**config.mk**
```make
export PLATFORM = sky130hd
export DESIGN_NAME = bcd_timer
export DESIGN_NICKNAME = d
export VERILOG_FILES = /design/src/rtl/bcd_timer.sv
export SDC_FILE = /design/constraint.sdc
export NUM_CORES = 1
export LEC_CHECK = 0
export ABC_AREA = 1
export BUFFER_PORTS_ARGS = -buffer_cell sky130_fd_sc_hd__buf_2
export CELL_PAD_IN_SITES_DETAIL_PLACEMENT = 1
export CELL_PAD_IN_SITES_GLOBAL_PLACEMENT = 2
export CORE_ASPECT_RATIO = 0.75
export CORE_MARGIN = 8
export CORE_UTILIZATION = 25
export DETAILED_ROUTE_END_ITERATION = 16
export HOLD_SLACK_MARGIN = 0.12
export PLACE_DENSITY = 0.63
export SYNTH_ARGS = -nofsm -noshare
export SYNTH_HDL_FRONTEND = slang
export SYNTH_SLANG_ARGS = --single-unit
```
**constraint.sdc**
```tcl
create_clock -name clk_in -period 7 [get_ports clk_in]
set_input_delay 1.4 -clock clk_in [delete_from_list [all_inputs] [get_ports clk_in]]
set_output_delay 1.4 -clock clk_in [all_outputs]
set_load 0.1 [all_outputs]
```
**src/rtl/bcd_timer.sv**
```systemverilog
// bcd_timer: BCD minutes:seconds timer that counts up or down between two limits.
// It has a run/pause/done state machine, a prescaler with selectable speed levels,
// and a saturating +/-1 minute adjust.
//
// Ports:
//   clk_in      clock, rising edge
//   RESET_N     asynchronous active-low reset
//   CLEAR       synchronous reload: Q=preset, state=idle, prescaler=0
//   START       level, run permitted
//   REVERSE     0 = count up toward LIMIT_HI, 1 = count down toward LIMIT_LO
//   SPEED_UP    pulse, raise the speed level (saturating)
//   SPEED_DOWN  pulse, lower the speed level (saturating)
//   ADD         pulse, +1 minute (saturating at LIMIT_HI)
//   SUBTRACT    pulse, -1 minute (saturating at LIMIT_LO)
//   Q           packed BCD time {minute digits, seconds tens, seconds units}
//   SPEED       current speed level
//   RUNNING     high while running
//   DONE        high once the target has been reached
//   TICK        one-cycle pulse marking a count-step update of Q
module bcd_timer #(
  parameter int unsigned MIN_DIGITS = 2,
  parameter int unsigned TICK_DIV = 50_000_000,
  parameter int unsigned SPEED_LEVELS = 4,
  parameter logic [4*MIN_DIGITS+7:0] LIMIT_LO = '0,
  parameter logic [4*MIN_DIGITS+7:0] LIMIT_HI = {{MIN_DIGITS{4'h9}}, 4'h5, 4'h9},
  localparam int unsigned W = 4*MIN_DIGITS+8,
  localparam int unsigned SpeedW = (SPEED_LEVELS > 1) ? $clog2(SPEED_LEVELS) : 1
) (
  input  logic              clk_in,
  input  logic              RESET_N,
  input  logic              CLEAR,
  input  logic              START,
  input  logic              REVERSE,
  input  logic              SPEED_UP,
  input  logic              SPEED_DOWN,
  input  logic              ADD,
  input  logic              SUBTRACT,
  output logic [W-1:0]      Q,
  output logic [SpeedW-1:0] SPEED,
  output logic              RUNNING,
  output logic              DONE,
  output logic              TICK
);

  localparam int unsigned NDig = MIN_DIGITS + 2;
  localparam int unsigned PW = (TICK_DIV > 1) ? $clog2(TICK_DIV) : 1;
  localparam logic [SpeedW-1:0] SpeedMax = SpeedW'(SPEED_LEVELS - 1);
  localparam logic [4*MIN_DIGITS-1:0] MinAllNine = {MIN_DIGITS{4'h9}};

  typedef enum logic [1:0] {StIdle, StRun, StPause, StDone} state_e;

  state_e            state_q, state_d;
  logic [W-1:0]      time_q, time_d;
  logic [PW-1:0]     presc_q, presc_d;
  logic [SpeedW-1:0] speed_q, speed_d;
  logic              tick_q, tick_d;
  logic              running_q, done_q;

  // Increment digits from index 'first' upward; digit 1 (seconds tens) wraps at 5.
  function automatic logic [W-1:0] bcd_up(input logic [W-1:0] v, input int unsigned first);
    logic [W-1:0] r;
    logic         c;
    logic [3:0]   d;
    logic [3:0]   dmax;
    r = v;
    c = 1'b1;
    for (int unsigned i = 0; i < NDig; i++) begin
      if (i >= first && c) begin
        d    = v[4*i +: 4];
        dmax = (i == 1) ? 4'd5 : 4'd9;
        if (d >= dmax) begin
          r[4*i +: 4] = 4'd0;
        end else begin
          r[4*i +: 4] = d + 4'd1;
          c = 1'b0;
        end
      end
    end
    return r;
  endfunction

  // Decrement digits from index 'first' upward with BCD borrow.
  function automatic logic [W-1:0] bcd_dn(input logic [W-1:0] v, input int unsigned first);
    logic [W-1:0] r;
    logic         b;
    logic [3:0]   d;
    r = v;
    b = 1'b1;
    for (int unsigned i = 0; i < NDig; i++) begin
      if (i >= first && b) begin
        d = v[4*i +: 4];
        if (d == 4'd0) begin
          r[4*i +: 4] = (i == 1) ? 4'd5 : 4'd9;
        end else begin
          r[4*i +: 4] = d - 4'd1;
          b = 1'b0;
        end
      end
    end
    return r;
  endfunction

  logic [W-1:0]  target, preset;
  logic [W-1:0]  sec_up, sec_dn, min_up, min_dn;
  logic [W-1:0]  add_val, sub_val;
  logic          min_ovf, min_unf;
  logic [PW-1:0] term_cnt;
  logic          spd_inc, spd_dec, speed_chg;
  logic          adjust, counting, terminal, step_en;

  assign target = REVERSE ? LIMIT_LO : LIMIT_HI;
  assign preset = REVERSE ? LIMIT_HI : LIMIT_LO;

  assign sec_up = bcd_up(time_q, 0);
  assign sec_dn = bcd_dn(time_q, 0);
  assign min_up = bcd_up(time_q, 2);
  assign min_dn = bcd_dn(time_q, 2);

  // Minute digits wrapping past all-nines or below zero means out of range.
  assign min_ovf = (time_q[W-1:8] >= MinAllNine);
  assign min_unf = (time_q[W-1:8] == '0);
  assign add_val = (min_ovf || (min_up > LIMIT_HI)) ? LIMIT_HI : min_up;
  assign sub_val = (min_unf || (min_dn < LIMIT_LO)) ? LIMIT_LO : min_dn;

  assign spd_inc   = SPEED_UP & ~SPEED_DOWN & (speed_q != SpeedMax);
  assign spd_dec   = SPEED_DOWN & ~SPEED_UP & (speed_q != '0);
  assign speed_chg = spd_inc | spd_dec;

  assign term_cnt = PW'((TICK_DIV >> speed_q) - 32'd1);
  assign adjust   = ADD ^ SUBTRACT;
  // A run at the target only waits for the transition to done; it never steps.
  assign counting = (state_q == StRun) && START && (time_q != target);
  assign terminal = counting && (presc_q >= term_cnt);
  // An adjust or speed change on the terminal count swallows that step.
  assign step_en  = terminal && !adjust && !speed_chg;

  always_comb begin
    state_d = state_q;
    time_d  = time_q;
    presc_d = presc_q;
    speed_d = speed_q;
    tick_d  = 1'b0;

    if (spd_inc) begin
      speed_d = speed_q + SpeedW'(1);
    end else if (spd_dec) begin
      speed_d = speed_q - SpeedW'(1);
    end

    if (CLEAR) begin
      time_d  = preset;
      state_d = StIdle;
      presc_d = '0;
    end else begin
      if (adjust) begin
        time_d = ADD ? add_val : sub_val;
      end else if (step_en) begin
        time_d = REVERSE ? sec_dn : sec_up;
        tick_d = 1'b1;
      end

      if ((state_q == StIdle) || speed_chg || terminal) begin
        presc_d = '0;
      end else if (counting) begin
        presc_d = presc_q + PW'(1);
      end

      unique case (state_q)
        StIdle: begin
          if (START) state_d = StRun;
        end
        StRun: begin
          if (time_d == target) begin
            state_d = StDone;
          end else if (!START) begin
            state_d = StPause;
          end
        end
        StPause: begin
          if (START) state_d = StRun;
        end
        StDone: begin
          if (time_q != target) state_d = StPause;
        end
        default: state_d = StIdle;
      endcase
    end
  end

  always_ff @(posedge clk_in or negedge RESET_N) begin
    if (!RESET_N) begin
      state_q   <= StIdle;
      time_q    <= LIMIT_LO;
      presc_q   <= '0;
      speed_q   <= '0;
      tick_q    <= 1'b0;
      running_q <= 1'b0;
      done_q    <= 1'b0;
    end else begin
      state_q   <= state_d;
      time_q    <= time_d;
      presc_q   <= presc_d;
      speed_q   <= speed_d;
      tick_q    <= tick_d;
      running_q <= (state_d == StRun);
      done_q    <= (state_d == StDone);
    end
  end

  assign Q       = time_q;
  assign SPEED   = speed_q;
  assign RUNNING = running_q;
  assign DONE    = done_q;
  assign TICK    = tick_q;

endmodule
```
==> metrics <==
GRT overflow 0; worst reg2reg setup slack slightly above 3000 ps; CP endpoint kind register; post-synth top area share roughly a quarter; Post-CTS Hold Buffers 0; outcome finished clean; number of flops mapped to enable cells by yosys 0; Max Cap Violations 0; Hold Path Class register to register; CTS tree yes; P&R area growth vs syn 11.0%; Iter 0 DRT Violations around 260; final std cells w/o fill between 1k and 1.5k; largest net degree at the start of global routing 50; Die H approximately 140 um; IO buf count 29; Setup Buffers After CTS 0; clk slew on worst S/H paths around 70 ps; dpl cells roughly 1.0k; synthesized flop and latch total roughly 50; endpoints failing setup 0; Yosys Warn Count 0; Total GRT Usage between 15 and 20%; # IOs 30; Post-synth ARST share 100%; Critical-path top delay cell dfrtp_1; root buffer cell clkbuf_16; period utilization 56.1%; DR vias/cell between 4 and 5; Die ar. around 24000 sq um; ANT nets after route 0; Fmax achieved 0.255 GHz; Critical Path, Cell by Cell nand2_1, ha_1, ha_1, nand2_1, inv_1, o21ai_0, nand3_1, nand3_1, nand3_4, nand2_1, nand4_1, inv_1, nand3_1, buf_4, inv_1, o21ai_0, o22ai_1; htree depth 2; Hold Startpoint presc_q[0]$_DFFE_PN0P_; top-count cell post-synth nand2_1; CTS buffer count 5; first-pass GRT wire length around 30 mm; Final Hold Violating Endpoints 0; sequential element share of the synthesized area 25.2%; via count 5241; RR Endpoint presc_q[15]$_DFFE_PN0P_; cell count of the worst reg-to-reg path 17; unrepaired setup endpoints after global routing false; Max transition margin approximately 52%; CTS Sinks just under 50; DP HPWL roughly 15 mm; Die W around 180 um; WL per Instance between 15 and 20 um; row count 44; vias in the first global route just over 5k; final core occ between 20 and 30%; Primary FF master, synth dfrtp_1; core area between 15000 and 20000 sq um; Leak about 2.7 nW; Mapped Cells about 770; Filler cells around 2.5k; clk_skew ~11 ps; worst vdd ir roughly 0.093 mV; RePlAce Congestion approximately 0.8; Pwr Density 209 nW/um^2; Setup TNS Final 0 ps; Resize count post-CTS 0; critical path type register to register; First-pass DRT Iterations 5; DRC viols 0; Syn Area/Cell 6.28 sq um; Final nets between 800 and 900; Multi-input gate area about 3200 sq um; later-pin clock latency in the skew report around 300 ps; crit path DAT 4140 ps; worst path required time around 7200 ps; maximum clock path buffer count 2; initial antenna violation count 0; Synth top cells by count 231 x nand2_1, 86 x inv_1, 79 x nand3_1; launch point of the worst reg-to-reg path SPEED[1]$_DFFE_PN0P_; synth top area cells dfrtp_1 25%, nand2_1 18%, ha_1 8.5%; CP peak stage delay 640 ps; hold depth 1; Starting Density approximately 25%; Hold EP presc_q[0]$_DFFE_PN0P_; post-synth design cell area about 4900 sq um; share of layout cells above drive strength 1 roughly 9.8%; Worst Path Max Fanout 14; startpoint types register; post-layout min period 3930 ps; routed wire length about 19 mm; synth unique cells a little over 40; Worst-Margin Slew around 710 ps; ant diodes 0; largest area contributor in the netlist dfrtp_1; sequential standard cell area between 1000 and 1500 sq um; Pins Over Slew Limit 0
report_power, final:
group,switching (mW),internal (mW),leakage (nW)
Sequential,0.0479,0.298,0.658
Combinational,0.399,0.129,1.96
Clock,0.114,0.141,0.0700
Total,0.560,0.567,2.69
flip-flops by register name (all words and copies together), names as in the netlist:
| name | flops |
|---|---|
| DONE | 1 |
| Q | 16 |
| RUNNING | 1 |
| SPEED | 2 |
| TICK | 1 |
| presc_q | 26 |
| state_q | 2 |
through the flow:
stage / area [sq um] / hold WS, ps / total power [mW] / setup slack [ps]
global route: 5400 / 577 / 1.21 / 2740
global placement: 5260 / 534 / 0.868 / 2940
detailed placement: 5260 / 553 / 0.879 / 2910
finish: 5400 / 557 / 1.13 / 3070
floorplan: 4860 / 490 / 0.724 / 3400
CTS: 5400 / 571 / 1.13 / 3060
critical path: cells and delay by family (launching register included):
family | cells | cell delay [ps]
and+or+nand+nor | 8 | 1360
buffers and inverters | 4 | 700
adders and majority gates | 2 | 660
DFF | 1 | 640
AOI/OAI and AO/OA | 3 | 450
area by class of cell:
type | count | share of cell area (%)
tap | 253 | 5.86
clock buffer | 7 | 2.64
timing repair buffer | 33 | 3.25
multi-input combinational | 608 | 58.6
inverter | 99 | 6.88
sequential | 49 | 22.7
routing by layer:
| metal | track usage [%] | routed length [um] | vias up |
|---|---|---|---|
| met4 | 1.82 | 86 | 0 |
| met5 | 0 | 0 | - |
| met3 | 2.21 | 784 | 7 |
| met1 | 25.0 | 10200 | 2592 |
| li1 | - | - | 2566 |
| met2 | 22.1 | 7520 | 76 |
cells in the final DEF, fill, tap and decap left out, drive strengths merged, types with 2 or more instances in the layout:
master  count
ha         33
a31oi       2
nand4      15
clkbuf      7
nor2       82
buf        33
nand3      83
o211ai      8
o21ai      53
xor2       13
xnor2       3
a21oi      37
nand3b      2
nor4        3
o32ai       4
o22ai       8
o41ai       2
nand2     238
conb        3
inv        98
dfrtp      49
nor3       15
cells by family after synthesis:
| kind of cell | Yosys count | synth area share, % |
|---|---|---|
| compound gates | 116 | 13.4 |
| xor+xnor | 16 | 2.88 |
| fa+ha+maj | 33 | 8.49 |
| simple gates | 440 | 40.2 |
| other cells | 2 | 0.154 |
| buf+inv | 118 | 9.73 |
| flops | 49 | 25.2 |
worst max-delay path by stage:
stage,from,cells after the start,end,slack (ps)
finish,SPEED[1]$_DFFE_PN0P_,17,presc_q[15]$_DFFE_PN0P_,3070
global route,SPEED[1]$_DFFE_PN0P_,21,DONE$_DFF_PN0_,2740
CTS,SPEED[1]$_DFFE_PN0P_,17,presc_q[15]$_DFFE_PN0P_,3060
detailed placement,REVERSE,22,DONE$_DFF_PN0_,2910
global placement,REVERSE,22,DONE$_DFF_PN0_,2940
floorplan,SPEED[1]$_DFFE_PN0P_,21,RUNNING$_DFF_PN0_,3400
(Power assumes the default switching activity.)
